<file path="src/rtl/icache_refill_if.sv">
// Bundle between the refill engine, fetch, the memory arbiter and the icache.
// The engine takes the master side; its environment takes the slave side.
interface icache_refill_if #(
  parameter int ADDR_W = 32
);
  logic              req_i;
  logic [ADDR_W-1:0] pc_i;
  logic              flush_i;
  logic              mem_gnt_i;
  logic [7:0]        mem_din_i;
  logic              mem_req_o;
  logic [ADDR_W-1:0] mem_addr_o;
  logic              busy_o;
  logic              cache_we_o;
  logic [ADDR_W-1:0] cache_wpc_o;
  logic [31:0]       cache_winst_o;
  logic              done_o;

  modport master (
    input  req_i, pc_i, flush_i,
    input  mem_gnt_i, mem_din_i,
    output mem_req_o, mem_addr_o, busy_o,
    output cache_we_o, cache_wpc_o,
    output cache_winst_o, done_o
  );

  modport slave (
    output req_i, pc_i, flush_i,
    output mem_gnt_i, mem_din_i,
    input  mem_req_o, mem_addr_o, busy_o,
    input  cache_we_o, cache_wpc_o,
    input  cache_winst_o, done_o
  );
endinterface

</file>
<file path="src/rtl/icache_refill.sv">
// Instruction-cache miss engine: reads four bytes over the byte-wide
// memory port, assembles them little-endian and writes the icache.
module icache_refill #(
  parameter int ADDR_W = 32,
  parameter int BYTES  = 4
) (
  input logic             clk,
  input logic             rst,
  input logic             rdy,
  icache_refill_if.master bus
);
  typedef enum logic [1:0] {
    IDLE,
    FETCH,
    DONE
  } state_t;

  localparam logic [2:0] NBYTE = 3'(BYTES);
  localparam logic [2:0] LAST  = 3'(BYTES - 1);

  state_t                  state, state_nx;
  logic [ADDR_W-1:0]       base;
  logic [2:0]              issue_cnt;
  logic [2:0]              recv_cnt;
  logic                    pend;
  logic [BYTES-1:0][7:0]   bytes_q;
  logic                    issue;
  logic                    capture;
  logic                    accept;

  always_ff @(posedge clk) begin
    if (rst) begin
      state <= IDLE;
    end else if (rdy) begin
      state <= state_nx;
    end
  end

  always_comb begin
    state_nx          = state;
    issue             = 1'b0;
    capture           = 1'b0;
    accept            = 1'b0;
    bus.mem_req_o     = 1'b0;
    bus.mem_addr_o    = '0;
    bus.cache_we_o    = 1'b0;
    bus.cache_wpc_o   = '0;
    bus.cache_winst_o = '0;
    bus.done_o        = 1'b0;
    bus.busy_o        = (state != IDLE);
    unique case (state)
      IDLE: begin
        if (bus.req_i && !bus.flush_i) begin
          accept   = 1'b1;
          state_nx = FETCH;
        end
      end
      FETCH: begin
        bus.mem_req_o = (issue_cnt < NBYTE);
        if (bus.mem_req_o) begin
          bus.mem_addr_o = base + ADDR_W'(issue_cnt);
        end
        issue   = bus.mem_req_o && bus.mem_gnt_i && rdy;
        capture = pend && rdy;
        if (capture && recv_cnt == LAST) begin
          state_nx = DONE;
        end
      end
      DONE: begin
        // The write lands even when flushed; only the IF handoff is dropped.
        bus.cache_we_o    = rdy;
        bus.done_o        = rdy && !bus.flush_i;
        bus.cache_wpc_o   = base;
        bus.cache_winst_o = bytes_q;
        state_nx          = IDLE;
      end
      default: state_nx = IDLE;
    endcase
    if (bus.flush_i) begin
      state_nx = IDLE;
    end
  end

  always_ff @(posedge clk) begin
    if (rst) begin
      base      <= '0;
      issue_cnt <= '0;
      recv_cnt  <= '0;
      pend      <= 1'b0;
      bytes_q   <= '0;
    end else if (rdy) begin
      pend <= issue;
      if (accept) begin
        base      <= bus.pc_i & ~ADDR_W'(3);
        issue_cnt <= '0;
        recv_cnt  <= '0;
      end
      if (issue) begin
        issue_cnt <= issue_cnt + 3'd1;
      end
      if (capture) begin
        bytes_q[recv_cnt[1:0]] <= bus.mem_din_i;
        recv_cnt               <= recv_cnt + 3'd1;
      end
      if (bus.flush_i) begin
        issue_cnt <= '0;
        recv_cnt  <= '0;
        pend      <= 1'b0;
      end
    end
  end
endmodule

</file>
<file path="src/flat_wrapper.sv">
// flat-port wrapper written by rule: the top's interface ports become plain ports
module icache_refill_flat 
#(
  parameter int ADDR_W = 32,
  parameter int BYTES  = 4
)
  (clk, rst, rdy, bus_req_i, bus_pc_i, bus_flush_i, bus_mem_gnt_i, bus_mem_din_i, bus_mem_req_o, bus_mem_addr_o, bus_busy_o, bus_cache_we_o, bus_cache_wpc_o, bus_cache_winst_o, bus_done_o);
  icache_refill_if #(.ADDR_W(ADDR_W)) bus_i ();
  input logic clk;
  input logic rst;
  input logic rdy;
  input wire logic [$bits(bus_i.req_i)-1:0] bus_req_i;
  input wire logic [$bits(bus_i.pc_i)-1:0] bus_pc_i;
  input wire logic [$bits(bus_i.flush_i)-1:0] bus_flush_i;
  input wire logic [$bits(bus_i.mem_gnt_i)-1:0] bus_mem_gnt_i;
  input wire logic [$bits(bus_i.mem_din_i)-1:0] bus_mem_din_i;
  output wire logic [$bits(bus_i.mem_req_o)-1:0] bus_mem_req_o;
  output wire logic [$bits(bus_i.mem_addr_o)-1:0] bus_mem_addr_o;
  output wire logic [$bits(bus_i.busy_o)-1:0] bus_busy_o;
  output wire logic [$bits(bus_i.cache_we_o)-1:0] bus_cache_we_o;
  output wire logic [$bits(bus_i.cache_wpc_o)-1:0] bus_cache_wpc_o;
  output wire logic [$bits(bus_i.cache_winst_o)-1:0] bus_cache_winst_o;
  output wire logic [$bits(bus_i.done_o)-1:0] bus_done_o;
  assign bus_i.req_i = bus_req_i;
  assign bus_i.pc_i = bus_pc_i;
  assign bus_i.flush_i = bus_flush_i;
  assign bus_i.mem_gnt_i = bus_mem_gnt_i;
  assign bus_i.mem_din_i = bus_mem_din_i;
  assign bus_mem_req_o = bus_i.mem_req_o;
  assign bus_mem_addr_o = bus_i.mem_addr_o;
  assign bus_busy_o = bus_i.busy_o;
  assign bus_cache_we_o = bus_i.cache_we_o;
  assign bus_cache_wpc_o = bus_i.cache_wpc_o;
  assign bus_cache_winst_o = bus_i.cache_winst_o;
  assign bus_done_o = bus_i.done_o;
  icache_refill #(.ADDR_W(ADDR_W), .BYTES(BYTES)) u_core (.clk(clk), .rst(rst), .rdy(rdy), .bus(bus_i));
endmodule
</file>
<file path="config.mk">
export PLATFORM = sky130hd
export DESIGN_NAME = icache_refill_flat
export DESIGN_NICKNAME = d
export VERILOG_FILES = /design/src/rtl/icache_refill_if.sv /design/src/rtl/icache_refill.sv /design/src/flat_wrapper.sv
export SDC_FILE = /design/constraint.sdc
export NUM_CORES = 1
export LEC_CHECK = 0
export BUFFER_PORTS_ARGS = -buffer_cell sky130_fd_sc_hd__buf_2
export CAP_MARGIN = 10
export CORE_ASPECT_RATIO = 0.7
export CORE_UTILIZATION = 48
export DETAILED_ROUTE_END_ITERATION = 8
export PLACE_DENSITY = 0.92
export SYNTH_ARGS = -nofsm -noshare
export SYNTH_HDL_FRONTEND = slang
export SYNTH_SLANG_ARGS = --single-unit
</file>
<file path="constraint.sdc">
create_clock -name clk -period 2 [get_ports clk]
set_clock_uncertainty 0.1 [all_clocks]
set_input_delay 0.4 -clock clk [delete_from_list [all_inputs] [get_ports clk]]
set_output_delay 0.4 -clock clk [all_outputs]
set_load 0.005 [all_outputs]
</file>
==> flow_metrics.env <==
export IMPL_busiest_layer="met2"
export IMPL_route_detailed_wl_per_inst_um=14.7
export IMPL_grt_usage_pct=26.2
export IMPL_grt_pass1_wl_um=14900
export IMPL_gr_usage_met1_pct=33.1
export IMPL_min_from="bus_pc_i[6]"
export IMPL_ctsHoldBuffers=0
export IMPL_die_y_um=72.2
export IMPL_vias=3630
export IMPL_final_area_mm2=0.00478
export IMPL_core_area_mm2=0.00679
export IMPL_setup_ws_ps=-278
export IMPL_clock_path_buffers=2
export IMPL_cts_tree="built"
export IMPL_initial_core_util_pct=49.8
export IMPL_place_hpwl_um=6680
export IMPL_period_minus_slack_ps=2280
export IMPL_status="complete, but fails checks"
export IMPL_period_share_pct=114
export IMPL_use_met3_pct=6.36
export IMPL_overflow=0
export IMPL_placed_cell_area_mm2=0.00428
export IMPL_multi_input_comb_area_mm2=0.00188
export IMPL_numPortBuffers=141
export IMPL_drc=0
export IMPL_synth_cells=453
export IMPL_gp_congestion=0.811
export IMPL_syn_avg_cell_area_um2=7.46
export IMPL_cts_root_buf="clkbuf_8"
export IMPL_drtPass1Iterations=5
export IMPL_num_rows=25
export IMPL_totalWireLength_um=10300
export IMPL_hold_viol=0
export IMPL_hold_class="in2reg"
export IMPL_vdd_ir_drop_max_mv=0.297
export IMPL_maxSlewViolCount=0
export IMPL_postRouteAntennaNets=0
export IMPL_whs_endpoint="u_core.base[6]"
export IMPL_seq_area_frac_synth_pct=42.1
export IMPL_clockPowerShare_pct=35.4
export IMPL_antenna_found_initial=0
export IMPL_syn_cell_area_mm2=0.00338
export IMPL_end_kind="output port"
export IMPL_finalPower_mw=2.57
export IMPL_violations="setup timing"
export IMPL_power_density_mw_per_mm2=538
export IMPL_worstRegToRegCells=8
export IMPL_ys_top_cells_by_area="dfxtp_1, and2_1, nand2_1, a21oi_1, nand3_1"
export IMPL_grt_pass1_vias=3121
export IMPL_setup_worst_path_start_class="flip-flop"
export IMPL_r2r_start="u_core.issue_cnt[2]"
export IMPL_rr_endpoint="u_core.issue_cnt[2]"
export IMPL_switching_power_mw=0.607
export IMPL_fmax_mhz=439
export IMPL_clk_latency_ps=330
export IMPL_num_io_pins=146
export IMPL_regToRegSetupSlack_ps=290
export IMPL_yosys_warnings=0
export IMPL_swShare_pct=23.6
export IMPL_nets=656
export IMPL_clkTransAtPathRegs_ps=70
export IMPL_critical_path_class="reg2out"
export IMPL_holdPathStages=3
export IMPL_drt_initial_drc_count=157
export IMPL_grt_use_met2_pct=44.0
export IMPL_synthDistinctLibCells=31
export IMPL_yosysTopAreaCellShare_pct=42.1
export IMPL_cts_buffers=9
export IMPL_p_leak_nw=2.18
export IMPL_cellInternalPower_mw=1.96
export IMPL_cts_htree_levels=3
export IMPL_area_growth_pct=41.5
export IMPL_final_seq_area_mm2=0.00144
export IMPL_path_max_fanout=3
export IMPL_max_cap_viol_count=0
export IMPL_cp_arrival_ps=1780
export IMPL_n_antenna_cell=0
export IMPL_layout_drive_gt1_share_pct=35.7
export IMPL_power_frac_comb_pct=8.1
export IMPL_cts_sinks=71
export IMPL_ys_ff_latch=71
export IMPL_cp_required_ps=1500
export IMPL_fillers=545
export IMPL_grt_max_degree=65
export IMPL_seqPwrFrac_pct=56.5
export IMPL_vias_per_cell=5.18
export IMPL_fp_dieArea_mm2=0.00739
export IMPL_setup_viol=32
export IMPL_die_w_um=102
export IMPL_synth_top_cell_by_area="dfxtp_1"
export IMPL_grt_setup_unrepaired="yes"
-- sequential cells by signal, summed over array words and instances, names as in the netlist --
| signal | cells |
|---|---|
| u_core.issue_cnt | 3 |
| u_core.recv_cnt | 3 |
| u_core.bytes_q | 32 |
| u_core.state | 2 |
| u_core.base | 30 |
| u_core.pend | 1 |
-- layout make-up --
| cell class | count | share of cell area (%) |
|---|---|---|
| Clock inverter | 2 | 0.209 |
| Tap cell | 94 | 2.46 |
| Clock buffer | 12 | 2.83 |
| Multi-Input combinational cell | 343 | 39.4 |
| Inverter | 6 | 0.471 |
| Timing Repair Buffer | 173 | 24.6 |
| Sequential cell | 71 | 30.0 |
-- critical path, stage by stage (launching register included) --
cell	delay, ps
dfxtp_2	340
nand3_2	70
or4_4	570
buf_6	150
nor2_4	60
o21a_1	140
buf_2	110
-- logic make-up after synthesis --
logic type / Yosys count / synth area share (%)
fa+ha+maj: 6 / 2.22
flops: 71 / 42.1
other cells: 1 / 0.111
simple gates: 255 / 38.1
buf+inv: 40 / 4.92
compound gates: 80 / 12.6
-- layer usage --
layer | vias to the layer above | share of wire (%)
li1 | 1784 | -
met5 | - | 0
met1 | 1686 | 44
met4 | 0 | 1.6
met3 | 15 | 6.6
met2 | 145 | 48
-- worst max-delay path by stage --
stage / endpoint / start / slack (ps)
after floorplan: bus_mem_addr_o[25] / u_core.base[5] / 140
after global placement: bus_mem_addr_o[25] / u_core.base[5] / -3
after detailed placement: bus_mem_addr_o[25] / u_core.base[4] / -140
after CTS: bus_mem_addr_o[17] / u_core.base[7] / -280
after global routing: bus_mem_addr_o[25] / u_core.base[13] / -330
final: bus_mem_addr_o[17] / u_core.base[13] / -280
-- cell usage in the layout (no fill, tap or decap), types with 2 or more instances in the layout --
cell type and instances:
a211oi_1 2, a21oi_1 66, a31oi_1 2, and2_1 78
and2_4 15, and3_1 2, buf_12 5, buf_2 127
buf_4 18, buf_6 19, clkbuf_1 3, clkbuf_16 2
clkbuf_8 9, clkinv_2 2, conb_1 2, dfxtp_1 61
dfxtp_2 9, ha_1 6, inv_1 6, nand2_1 101
nand3_1 35, nand4_1 2, nor2_1 8, nor3_1 2
o21a_1 3, o21ai_0 3
-- synth_stat cells --
master,count
and3_1,2
conb_1,1
nand3_1,36
clkbuf_1,21
buf_2,7
o22ai_1,1
a211oi_1,2
buf_1,4
a21boi_0,1
ha_1,6
nor4_1,1
nor3b_2,1
nor3b_1,1
nand4b_1,1
dfxtp_1,71
a22oi_1,1
nor3_1,3
or4_4,1
buf_4,2
a21oi_1,66
and4b_1,1
a32oi_1,1
nand4_1,2
inv_1,6
and2_1,93
o21ai_0,3
a31oi_1,2
nor2b_1,2
nand2_1,102
o21a_1,3
nor2_1,9
-- stage by stage --
step                hold slack (ps)  utilization [%]  setup TNS (ps)  setup slack [ps]  cells
global placement                339             63.0           -3.18             -3.18    674
finish                          193             70.4           -2890              -278    701
CTS                             188             68.3           -1140              -278    696
floorplan                       332                -               0               142    454
global route                    184             70.4           -5010              -335    701
detailed placement              343             63.0            -140              -140    674
-- power groups by stage --
stage	combinational (mW)	clock [mW]	sequential [mW]
after CTS	0.198	0.931	1.45
after floorplan	0.0780	0	1.48
after detailed placement	0.173	0	1.48
final	0.209	0.910	1.45
after global placement	0.169	0	1.48
after global routing	0.226	0.985	1.45
-- repair_timing --
item / 4_1_cts / 5_1_grt
setup endpoints to repair: 96 / 96
pin swaps: 9 / 3
gates resized for setup: 35 / 21
setup buffers: 7 / 3
gates cloned: 2 / 3
(Power assumes the default switching activity.)
